===== src/rtl/bit_skip_pkg.sv =====
// Shared types and widths for the zero-skipping bit-serial scheduler.
package bit_skip_pkg;
  localparam int WORD_W = 16;
  localparam int IDX_W  = 4;
  localparam int CNT_W  = 5;

  typedef enum logic {IDLE, SCAN} sched_state_t;
  typedef logic [WORD_W-1:0] word_t;

  function automatic word_t bit_rev(input word_t w);
    word_t r;
    for (int i = 0; i < WORD_W; i++) r[i] = w[WORD_W-1-i];
    return r;
  endfunction
endpackage


===== src/rtl/lead_one_enc_16.sv =====
// Leading-one encoder: zero-based index of the highest set bit plus a found flag.
module lead_one_enc_16
  import bit_skip_pkg::*;
(
  input  word_t            in_vec,
  output logic [IDX_W-1:0] idx,
  output logic             found
);
  always_comb begin
    idx   = '0;
    found = 1'b0;
    // Ascending scan, so the last hit is the highest set bit.
    for (int i = 0; i < WORD_W; i++) begin
      if (in_vec[i]) begin
        idx   = IDX_W'(i);
        found = 1'b1;
      end
    end
  end
endmodule


===== src/rtl/bit_skip_sched_16.sv =====
// Zero-skipping bit-plane scheduler: one beat per set bit of each accepted word.
// Optional saturating statistics counters enabled by BIT_SKIP_SCHED_STAT_EN.
module bit_skip_sched_16
  import bit_skip_pkg::*;
#(
  parameter bit MSB_FIRST = 1'b1,
  parameter int STAT_W    = 32
) (
  input  logic              clk,
  input  logic              rst_n,
  input  logic              in_valid,
  output logic              in_ready,
  input  logic [15:0]       in_data,
  output logic              out_valid,
  input  logic              out_ready,
  output logic [3:0]        out_idx,
  output logic              out_last,
  output logic              out_zero,
  output logic [4:0]        out_cnt,
  output logic              busy,
  output logic [STAT_W-1:0] stat_words,
  output logic [STAT_W-1:0] stat_beats
);
  sched_state_t     state_q, state_d;
  word_t            residue_q, residue_d;
  logic             zero_q, zero_d;
  logic [CNT_W-1:0] cnt_q, cnt_d;
  logic             rst_meta_q, rst_ok_q;

  word_t            enc_in, idx_mask;
  logic [IDX_W-1:0] enc_idx, beat_idx;
  logic             enc_found, scan, beat_fire, accept;

  // Reset asserts asynchronously but is released on a clock edge.
  always_ff @(posedge clk or negedge rst_n) begin
    if (!rst_n) begin
      rst_meta_q <= 1'b0;
      rst_ok_q   <= 1'b0;
    end else begin
      rst_meta_q <= 1'b1;
      rst_ok_q   <= rst_meta_q;
    end
  end

  assign enc_in = MSB_FIRST ? residue_q : bit_rev(residue_q);

  lead_one_enc_16 u_enc (
    .in_vec (enc_in),
    .idx    (enc_idx),
    .found  (enc_found)
  );

  // Reversed encoding maps back to the true bit position; empty residue reports 0.
  assign beat_idx = !enc_found ? '0 :
                    (MSB_FIRST ? enc_idx : IDX_W'(WORD_W-1) - enc_idx);
  assign idx_mask = word_t'(1) << beat_idx;

  assign scan      = rst_ok_q && (state_q == SCAN);
  assign out_valid = scan;
  assign out_idx   = scan ? beat_idx : '0;
  assign out_last  = scan && (zero_q || ((residue_q & ~idx_mask) == '0));
  assign out_zero  = scan && zero_q;
  assign out_cnt   = cnt_q;
  assign busy      = (state_q != IDLE);
  assign in_ready  = rst_ok_q && ((state_q == IDLE) || (out_last && out_ready));
  assign beat_fire = scan && out_ready;
  assign accept    = in_valid && in_ready;

  always_comb begin
    state_d   = state_q;
    residue_d = residue_q;
    zero_d    = zero_q;
    cnt_d     = cnt_q;
    if (beat_fire) begin
      residue_d = residue_q & ~idx_mask;
      cnt_d     = cnt_q + CNT_W'(1);
      if (out_last) begin
        state_d = IDLE;
        zero_d  = 1'b0;
        cnt_d   = '0;
      end
    end
    // A new word can load on the same edge that retires the last beat.
    if (accept) begin
      state_d   = SCAN;
      residue_d = in_data;
      zero_d    = (in_data == '0);
      cnt_d     = '0;
    end
  end

  always_ff @(posedge clk or negedge rst_n) begin
    if (!rst_n) begin
      state_q   <= IDLE;
      residue_q <= '0;
      zero_q    <= 1'b0;
      cnt_q     <= '0;
    end else begin
      state_q   <= state_d;
      residue_q <= residue_d;
      zero_q    <= zero_d;
      cnt_q     <= cnt_d;
    end
  end

`ifdef BIT_SKIP_SCHED_STAT_EN
  logic [STAT_W-1:0] words_q, words_d, beats_q, beats_d;

  always_comb begin
    words_d = words_q;
    beats_d = beats_q;
    if (accept && !(&words_q))                beats_d = beats_q;
    if (accept && !(&words_q))                words_d = words_q + STAT_W'(1);
    if (beat_fire && !zero_q && !(&beats_q))  beats_d = beats_q + STAT_W'(1);
  end

  always_ff @(posedge clk or negedge rst_n) begin
    if (!rst_n) begin
      words_q <= '0;
      beats_q <= '0;
    end else begin
      words_q <= words_d;
      beats_q <= beats_d;
    end
  end

  assign stat_words = words_q;
  assign stat_beats = beats_q;
`else
  assign stat_words = '0;
  assign stat_beats = '0;
`endif
endmodule


===== config.mk =====
export PLATFORM = sky130hd
export DESIGN_NAME = bit_skip_sched_16
export DESIGN_NICKNAME = d
export VERILOG_FILES = /design/src/rtl/bit_skip_pkg.sv /design/src/rtl/lead_one_enc_16.sv /design/src/rtl/bit_skip_sched_16.sv
export SDC_FILE = /design/constraint.sdc
export NUM_CORES = 1
export LEC_CHECK = 0
export BUFFER_PORTS_ARGS = -buffer_cell sky130_fd_sc_hd__buf_4
export CAP_MARGIN = 20
export CORE_ASPECT_RATIO = 0.6
export CORE_MARGIN = 1.5
export CORE_UTILIZATION = 25
export DETAILED_ROUTE_END_ITERATION = 8
export PLACE_DENSITY = 0.47
export SYNTH_ARGS = -nofsm -noshare
export SYNTH_HDL_FRONTEND = slang
export SYNTH_SLANG_ARGS = --single-unit

===== constraint.sdc =====
create_clock -name clk -period 3.8 [get_ports clk]
set_input_delay 0.95 -clock clk [delete_from_list [all_inputs] [get_ports clk]]
set_output_delay 0.95 -clock clk [all_outputs]
set_load 0.01 [all_outputs]

==> results of run 1 <==
[cells in the mapped netlist (2+ instances only)]
master                    number  area share, %
sky130_fd_sc_hd__nor2_2        2           0.55
sky130_fd_sc_hd__a22o_1        2           0.77
sky130_fd_sc_hd__or3_1         3           0.82
sky130_fd_sc_hd__conb_1        2           0.33
sky130_fd_sc_hd__dfrtp_1      25             27
sky130_fd_sc_hd__o21ai_0      26            5.7
sky130_fd_sc_hd__buf_6         4            2.0
sky130_fd_sc_hd__nor3_1        2           0.44
sky130_fd_sc_hd__nor2_1       22            3.6
sky130_fd_sc_hd__and2_1        2           0.55
sky130_fd_sc_hd__a21oi_1       5            1.1
sky130_fd_sc_hd__nand2_1      18            3.0
sky130_fd_sc_hd__buf_4        65             21
sky130_fd_sc_hd__a31oi_1       3           0.82
sky130_fd_sc_hd__mux2i_1      14            6.2
sky130_fd_sc_hd__nor4_1        7            1.9
sky130_fd_sc_hd__o31ai_1       2           0.66
sky130_fd_sc_hd__nand3_1       6            1.3
sky130_fd_sc_hd__xor2_1        2           0.77
sky130_fd_sc_hd__inv_1        23            3.8
[metrics by stage]
step / hold WS [ns] / util, %
after CTS: 0.353 / 28.6
after global routing: 0.359 / 28.9
after global placement: 0.333 / 27.6
after detailed placement: 0.339 / 27.6
after floorplan: 0.331 / -
final: 0.351 / 28.9
[metal layers]
| metal | GRT usage [%] | up-vias | routed length (microns) |
|---|---|---|---|
| met1 | 19.1 | 855 | 3020 |
| met2 | 14.5 | 85 | 2230 |
| met4 | 2.18 | 0 | 29 |
| li1 | - | 861 | - |
| met5 | 0 | - | 0 |
| met3 | 2.79 | 5 | 480 |
[flip-flops by register name, summed over array words and instances (netlist names)]
register    flops
busy            1
zero_q          1
rst_meta_q      1
out_cnt         5
rst_ok_q        1
enc_in         16
[worst max path at each step]
| stage | to | slack (ns) | cells after the start |
|---|---|---|---|
| CTS | in_ready | 0.04 | 9 |
| finish | in_ready | 0.12 | 9 |
| floorplan | in_ready | 0.65 | 8 |
| global placement | in_ready | 0.33 | 9 |
| detailed placement | in_ready | 0.36 | 9 |
| global route | in_ready | 0.003 | 9 |
[final cells by class]
class	count	area [sq um]	share of cell area, %
multi-input cells	212	1260	50.2
well taps	112	140	5.59
clock buffers	3	75.1	2.99
flip-flops and latches	25	626	25.0
inverters	23	86.3	3.44
repair buffers	42	315	12.6
clock inverters	1	5.00	0.200
[power by group through the flow]
stage | Sequential [mW] | Clock (mW) | Combinational [mW]
CTS | 0.491 | 0.236 | 0.851
global route | 0.510 | 0.254 | 0.962
detailed placement | 0.495 | 0 | 0.845
floorplan | 0.441 | 0 | 0.654
global placement | 0.493 | 0 | 0.873
finish | 0.497 | 0.233 | 0.889
[logic make-up (layout without fill, tap and decap cells)]
family	Yosys count	after routing	share of synthesized area, %
muxes	14	14	6.15
AOI/OAI and AO/OA	55	55	18.1
DFF	25	25	27.5
buffers and inverters	94	69	28.1
adders and majority gates	1	1	0.549
and+or+nand+nor	75	75	18.5
other	2	65	0.330
xor gates and xnor gates	2	2	0.769
[what timing repair did]
item	4_1_cts	5_1_grt
gates resized for setup	0	2
endpoints found under the hold margin	0	0
endpoints found under the setup margin	0	2
buffers inserted	0	2
==> impl_metrics.tcl, run 1 <==
set metrics [dict create \
    root_cell_of_the_clock_tree "sky130_fd_sc_hd__clkbuf_16" \
    run_status "complete, no violations" \
    antenna-diode-count 0 \
    synth-seq-cells 25 \
    synthesis.area_sq_um 2280 \
    tightest_slew_margin_relative_to_the_limit_pct 63.7 \
    hold_end "rst_ok_q" \
    finalSetupViolations 0 \
    cts_max_level 1 \
    setup.worst_path.start "enc_in[11]" \
    holdCritPathClass "reg -> reg" \
    irDropWorstVdd_uv 215 \
    synth_area_per_cell_sq_um 8.50 \
    die_width_microns 126 \
    place_hpwl_mm 4.80 \
    synthFlopType "sky130_fd_sc_hd__dfrtp_1" \
    timing.critical_path.buf_inv 1 \
    cellLeakagePower_nw 1.20 \
    port-buffer-count 33 \
    skew_ns 0.00454 \
    timing.setup.tns_ns 0 \
    antenna_violating_nets_post_route 0 \
    hold_path_depth 0 \
    layout.nets 328 \
    synth.yosys.seq_area_share_pct 27.5 \
    synth_cell_types 53 \
    hold_viol_final 0 \
    drc_errors 0 \
    timing_max_transition_violations_final 0 \
    post_synth_inst_count 268 \
    most-common-layout-cells "sky130_fd_sc_hd__conb_1, sky130_fd_sc_hd__buf_4, sky130_fd_sc_hd__o21ai_0" \
    grt_usage_pct 11.6 \
    worst_path_dominant_cell_family "simple AND/OR/NAND/NOR gates" \
    crit_path_cell_trace "nor3b_2, or3_1, a21oi_2, a31oi_1, and4bb_1, nand4_4, a21o_2, a21boi_1, buf_4" \
    grt_pass1_vias 1564 \
    numPlacedInstances 412 \
    worst_setup_path_start_kind "flip-flop" \
    clock_transition_at_path_regs_ns 0.06 \
    die_h_microns 76.9 \
    routed_wire_length_per_instance_microns 13.8 \
    max_slew.worst_pin.slew_ns 0.539 \
    power.net_switching_mw 0.758 \
    post_synth_edffs 0 \
    globalplace.congestion 0.983 \
    grt_antenna_before_repair 0 \
    sequentialPowerShare_pct 30.7 \
    share_comb_of_total_power_pct 54.9 \
    warnings_from_yosys 0 \
    detailedRoute.firstPassIterationCount 5 \
    clock_latency_ns 0.26 \
    max_cap_viol_count 0 \
    rsz0062_at_grt "false" \
    setup.reg_to_reg.worst_slack_ns 0.82 \
    num_io_pins 98 \
    fin_crit_sh_pct 96.7 \
    stdcell_area_sq_um 2510 \
    grt_start_max_net_pins 26 \
    cellPowerDensity_nw_per_um2 645 \
    area_growth_syn_to_layout_pct 10.1 \
    detail_route.wirelength_mm 5.75 \
    cts_tree "done" \
    post-route-worst-setup-slack_ns 0.124 \
    synth_async_sr_flop_share_pct 100 \
    route.vias.total 1806 \
    power.internal_mw 0.860 \
    timing.hold.worst.start "rst_meta_q" \
    worst-endpoint-required_ns 2.85 \
    sw_frac_of_total_pct 46.8 \
    critPathMaxFanout 8 \
    fmax_mhz 272 \
    most_frequent_standard_cell_in_the_layout_excluding_fill_and_tap_cells "sky130_fd_sc_hd__conb_1" \
    initial_core_util_pct 26.2 \
    cts.sinks 25 \
    pwr-share-clk_pct 14.4 \
    detail_route.vias_per_cell 4.32 \
    cts_buffers 3 \
    post_dp_cell_area_sq_um 2400 \
    timing.critical_path.slowest_cell_delay_ns 0.60 \
    pre_cts_slack_ns 0.363 \
    r2r_end "enc_in[7]" \
    floorplan.die_area_sq_um 9710 \
    timing.reg2reg.worst_path_depth 10 \
    crit_path_top_delay_cell "sky130_fd_sc_hd__dfrtp_1" \
    worstReg2RegStart "enc_in[11]" \
    row_count 26 \
    grt.overflow.total 0 \
    cts_hold_buffers 0 \
    core_region_area_sq_um 8690 \
    end_kind "primary output" \
    power_mw 1.62 \
    layout_cells_sized_above_1_pct 21.2 \
    grt_first_pass_wirelength_mm 8.82 \
    drt_iter0_drc 166 \
    fin_crit_period_ns 3.68 \
    timing.critical_path.arrival_ns 2.73 \
    max-clock-path-buffers 2 \
    timing_worst_setup_path_type "reg -> out" \
    num-fill-cells 957 \
    stdcell_count 418 \
]
(Power assumes the default switching activity.)
==> inputs of run 2 (changes only) <==
- MAX_ROUTING_LAYER: unset -> met4
==> run 2 against run 1 <==
Against the previous run: combinational power down 0.8%; sequential share of layout area unchanged; first-iteration DRC count down 39%; final cell count down 0.24%; non-clock buffer count down 1; total power up 0.63%; die area unchanged; largest cell class unchanged; via count down 2.7%; register-to-register slack about the same; flip-flop and latch count unchanged; highest routed layer unchanged; wire length up 1.7%; fmax up 0.15%.
==> impl_metrics.tcl, run 2 (same netlist as run 1, synthesis figures left out) <==
set metrics [dict create \
    cts_max_level 1 \
    route.vias.total 1757 \
    hold_path_depth 0 \
    largest_register_ff_count 16 \
    end_kind "primary output" \
    cts.sinks 25 \
    tightest_slew_margin_relative_to_the_limit_pct 59.6 \
    num_io_pins 98 \
    grt.overflow.total 0 \
    hold_viol_final 0 \
    skew_ns 0.00298 \
    timing.hold.worst.start "rst_meta_q" \
    grt_usage_pct 12.1 \
    fin_crit_sh_pct 96.6 \
    place_hpwl_mm 4.87 \
    timing.critical_path.arrival_ns 2.72 \
    pwr-share-clk_pct 15.0 \
    detailedRoute.firstPassIterationCount 4 \
    critPathMaxFanout 8 \
    max_cap_viol_count 0 \
    most_frequent_standard_cell_in_the_layout_excluding_fill_and_tap_cells "sky130_fd_sc_hd__conb_1" \
    most-common-layout-cells "sky130_fd_sc_hd__conb_1, sky130_fd_sc_hd__buf_4, sky130_fd_sc_hd__o21ai_0" \
    timing.reg2reg.worst_path_depth 10 \
    run_status "complete, no violations" \
    numPlacedInstances 413 \
    fmax_mhz 272 \
    sequential_cell_area_sq_um 626 \
    max_slew.worst_pin.slew_ns 0.600 \
    timing_max_transition_violations_final 0 \
    timing.hold.ws_ns 0.351 \
    cts_hold_buffers 0 \
    detail_route.vias_per_cell 4.21 \
    floorplan.die_area_sq_um 9710 \
    antenna-diode-count 0 \
    core_region_area_sq_um 8690 \
    cellPowerDensity_nw_per_um2 650 \
    routed_wire_length_per_instance_microns 14.0 \
    antenna_violating_nets_post_route 0 \
    clock_latency_ns 0.26 \
    finalSetupViolations 0 \
    timing.setup.tns_ns 0 \
    timing.critical_path.slowest_cell_delay_ns 0.63 \
    globalplace.congestion 0.927 \
    port-buffer-count 33 \
    crit_path_cell_trace "nor3b_2, or3_1, a21oi_2, a31oi_1, and4bb_1, nand4_4, a21o_2, a21boi_1, buf_4" \
    grt_antenna_before_repair 0 \
    cellLeakagePower_nw 1.20 \
    grt_util_met2_pct 14.3 \
    share_comb_of_total_power_pct 54.1 \
    cts_post_setup_buffers_inserted 0 \
    die_h_microns 76.9 \
    power.internal_mw 0.862 \
    crit_path_top_delay_cell "sky130_fd_sc_hd__dfrtp_1" \
    initial_core_util_pct 26.2 \
    area_growth_syn_to_layout_pct 10.1 \
    num-fill-cells 958 \
    drc_errors 0 \
    rsz0062_at_grt "false" \
    holdCritPathClass "reg -> reg" \
    setup.reg_to_reg.worst_slack_ns 0.83 \
    cts-resized-gates 0 \
    stdcell_count 417 \
    detail_route.wirelength_mm 5.85 \
    drt_iter0_drc 101 \
    grt_start_max_net_pins 26 \
    worst-endpoint-required_ns 2.85 \
    grt_first_pass_wirelength_mm 8.85 \
    fin_crit_period_ns 3.67 \
    irDropWorstVdd_uv 197 \
    multiInputGateArea_sq_um 1260 \
    die_width_microns 126 \
    grt_pass1_vias 1590 \
    globalRouteMet1Util_pct 19.2 \
    worstReg2RegStart "enc_in[11]" \
    layout.nets 327 \
    worst_setup_path_start_kind "flip-flop" \
    layout_cells_sized_above_1_pct 20.7 \
    setup.worst_path.start "enc_in[11]" \
    sequentialPowerShare_pct 30.8 \
    clock_transition_at_path_regs_ns 0.07 \
    row_count 26 \
    timing_worst_setup_path_type "reg -> out" \
    max-clock-path-buffers 2 \
    grt.met3_usage_pct 3.49 \
    root_cell_of_the_clock_tree "sky130_fd_sc_hd__clkbuf_16" \
    cts_tree "done" \
    cts_buffers 3 \
    layer_with_the_highest_usage_after_global_routing "met1" \
    sw_frac_of_total_pct 47.0 \
    power.net_switching_mw 0.766 \
]
==> run 2: critical path: cells and delay by family (launching register included) <==
kind                   cells  cell delay [ns]
buffers and inverters      1             0.14
flip-flops                 1             0.63
AND/OR/NAND/NOR            4             0.90
AO/OA/AOI/OAI              4             0.78
==> run 2: layer usage <==
| layer | vias up | part of all wire, % |
|---|---|---|
| li1 | 854 | - |
| met4 | 0 | 0.82 |
| met3 | 5 | 9.8 |
| met1 | 820 | 51 |
| met5 | - | 0 |
| met2 | 78 | 38 |
==> run 2: through the flow <==
stage          setup WS (ns)  total power, mW  area [sq um]  utilization, %
3_5_place_dp           0.316             1.35          2410            27.7
5_1_grt               0.0145             1.75          2510            28.9
2_1_floorplan          0.649             1.10          2510               -
6_report               0.130             1.63          2510            28.9
3_3_place_gp           0.356             1.38          2410            27.7
4_1_cts               0.0132             1.61          2490            28.7
==> run 2: path summary, 6_finish.rpt <==
path | endpoint
max in group asynchronous | enc_in[7]
hold reg to reg | rst_ok_q
setup / recovery | in_ready
setup reg to reg | enc_in[11]
min in group asynchronous | out_cnt[0]
hold / removal | rst_ok_q
==> run 2: cell type report <==
cell class              count  area share (%)
repair buffers             41            12.3
clock buffers               3            2.99
multi-input cells         212            50.4
clock inverters             1           0.349
flip-flops and latches     25            25.0
inverters                  23            3.44
well taps                 112            5.59
==> run 2: power groups by stage <==
stage                     Clock, mW  Sequential (mW)  Combinational (mW)
after detailed placement          0            0.495               0.855
after CTS                     0.255            0.491               0.860
after floorplan                   0            0.441               0.654
final                         0.245            0.502               0.882
after global routing          0.261            0.521               0.966
after global placement            0            0.494               0.889
==> inputs of run 3 (changes only) <==
- CORE_MARGIN: 1.5 -> unset
- RECOVER_POWER: unset -> 100
- REMOVE_ABC_BUFFERS: unset -> 1
==> run 3 against run 2 <==
Against the previous run: the flow now finishes with violations (design-rule violations); via count fell by 1.5%; count of clock-buffer cells in the layout stayed put; flip-flop and latch count is the same; cell area fell by 2.7%; global-route usage is 0.57 points lower; register-to-register slack lost 0.20 ns; fmax grew 1.3%; critical path depth down 1; worst hold slack gained 0.012 ns; non-clock buffer count shrank 3.
==> impl_metrics.tcl, run 3 (same netlist as run 1, synthesis figures left out) <==
set metrics [dict create \
    timing.hold.worst.start "rst_meta_q" \
    num_io_pins 98 \
    crit_path_top_delay_cell "sky130_fd_sc_hd__dfrtp_1" \
    layout.nets 324 \
    violations_in_the_final_reports "design-rule violations" \
    end_kind "primary output" \
    most_frequent_standard_cell_in_the_layout_excluding_fill_and_tap_cells "sky130_fd_sc_hd__conb_1" \
    route.vias.total 1731 \
    largest_register_ff_count 16 \
    max_cap_viol_count 0 \
    grt_first_pass_wirelength_mm 8.47 \
    detail_route.wirelength_mm 5.32 \
    cts.sinks 25 \
    place_hpwl_mm 4.27 \
    root_cell_of_the_clock_tree "sky130_fd_sc_hd__clkbuf_16" \
    timing.setup.tns_ns 0 \
    cts_max_level 1 \
    max-clock-path-buffers 2 \
    grt_start_max_net_pins 26 \
    setup.reg_to_reg.worst_slack_ns 0.63 \
    max_slew.worst_pin.slew_ns 1.38 \
    rsz0062_at_grt "false" \
    skew_ns 0.00560 \
    r2r_end "enc_in[1]" \
    hold_end "rst_ok_q" \
    timing.critical_path.slowest_cell_delay_ns 0.47 \
    clock_transition_at_path_regs_ns 0.07 \
    timing_worst_setup_path_type "reg -> out" \
    grt_antenna_before_repair 0 \
    tightest_slew_margin_relative_to_the_limit_pct 8.32 \
    worstReg2RegStart "enc_in[12]" \
    hold_viol_final 0 \
    area_growth_syn_to_layout_pct 7.14 \
    fin_crit_period_ns 3.62 \
    irDropWorstVdd_uv 250 \
    hold_path_depth 0 \
    most-common-layout-cells "sky130_fd_sc_hd__conb_1, sky130_fd_sc_hd__o21ai_0, sky130_fd_sc_hd__buf_4" \
    worst-endpoint-required_ns 2.85 \
    cts_buffers 3 \
    globalplace.congestion 0.937 \
    detail_route.vias_per_cell 4.18 \
    crit_path_cell_trace "nor4_4, nand4_1, or3_1, o2bb2ai_2, nand4_4, a21o_2, a21boi_1, buf_4" \
    layout_cells_sized_above_1_pct 17.5 \
    detailedRoute.firstPassIterationCount 6 \
    timing.reg2reg.worst_path_depth 9 \
    port-buffer-count 33 \
    die_width_microns 125 \
    timing_max_transition_violations_final 0 \
    cts_tree "done" \
    drt_iter0_drc 106 \
    floorplan.die_area_sq_um 9510 \
    cellLeakagePower_nw 1.13 \
    holdCritPathClass "reg -> reg" \
    grt.overflow.total 0 \
    timing.critical_path.arrival_ns 2.67 \
    fin_crit_sh_pct 95.4 \
    run_status "finished with violations" \
    drc_errors 4 \
    critPathMaxFanout 6 \
    fmax_mhz 276 \
    antenna_violating_nets_post_route 0 \
    finalCoreUtilization_pct 28.1 \
    finalSetupViolations 0 \
    initial_core_util_pct 26.2 \
    antenna-diode-count 0 \
    row_count 26 \
    clock_latency_ns 0.27 \
    cellPowerDensity_nw_per_um2 635 \
    worst_setup_path_start_kind "flip-flop" \
    core_region_area_sq_um 8690 \
    grt_pass1_vias 1586 \
    die_h_microns 75.9 \
    power_mw 1.55 \
    grt_usage_pct 11.6 \
    num-fill-cells 936 \
    routed_wire_length_per_instance_microns 12.8 \
]
-- run 3: changes by cell type in the layout (fill, tap and decap cells not counted), sizes merged --
cell	before	now
buf	41	25
clkbuf	3	16
-- run 3: cell type report --
| cell class | count | area [sq um] | share of cell area [%] |
|---|---|---|---|
| clock buffer | 3 | 75.1 | 3.08 |
| clock inverter | 1 | 8.76 | 0.359 |
| inverter | 23 | 86.3 | 3.54 |
| multi-input combinational | 212 | 1260 | 51.8 |
| sequential | 25 | 628 | 25.7 |
| tap | 112 | 140 | 5.74 |
| timing repair buffer | 38 | 238 | 9.74 |
-- run 3: metrics by stage --
stage	hold slack, ns	setup WS, ns	std cells	area (sq um)
after floorplan	0.331	0.666	260	1960
after CTS	0.367	0.0124	413	2460
final	0.364	0.176	414	2440
after global placement	0.333	0.119	409	2380
after detailed placement	0.349	0.316	409	2380
after global routing	0.382	0.0231	414	2440
-- run 3: layer usage --
layer / wire length (microns) / track usage, %
met5: 0 / -
met4: 27 / 1.95
met3: 429 / 3.04
met2: 2300 / 15.8
met1: 2560 / 17.0
-- run 3: power by group --
| part | switching, mW | leakage (nW) | internal, mW |
|---|---|---|---|
| clock | 0.107 | 0.0415 | 0.146 |
| combinational | 0.485 | 0.773 | 0.321 |
| sequential | 0.144 | 0.317 | 0.348 |
| total | 0.735 | 1.13 | 0.815 |
-- run 3: what timing repair did --
| action | CTS | global route |
|---|---|---|
| gates resized for setup | 0 | 6 |
| setup endpoints to repair | 0 | 2 |
| hold buffers | 0 | 0 |
| setup buffers | 0 | 1 |
-- run 3: worst max-delay path by stage --
stage | startpoint | to | slack [ns]
after floorplan | enc_in[9] | in_ready | 0.67
after global placement | enc_in[9] | in_ready | 0.12
after detailed placement | enc_in[9] | in_ready | 0.32
after CTS | enc_in[9] | in_ready | 0.01
after global routing | enc_in[12] | in_ready | 0.02
final | enc_in[12] | in_ready | 0.18
-- run 3: critical path: cells and delay by family, from the launching register on --
kind                   cells  cell delay (ns)
and+or+nand+nor            4             1.23
buffers and inverters      1             0.14
AOI/OAI and AO/OA          3             0.57
DFF                        1             0.47
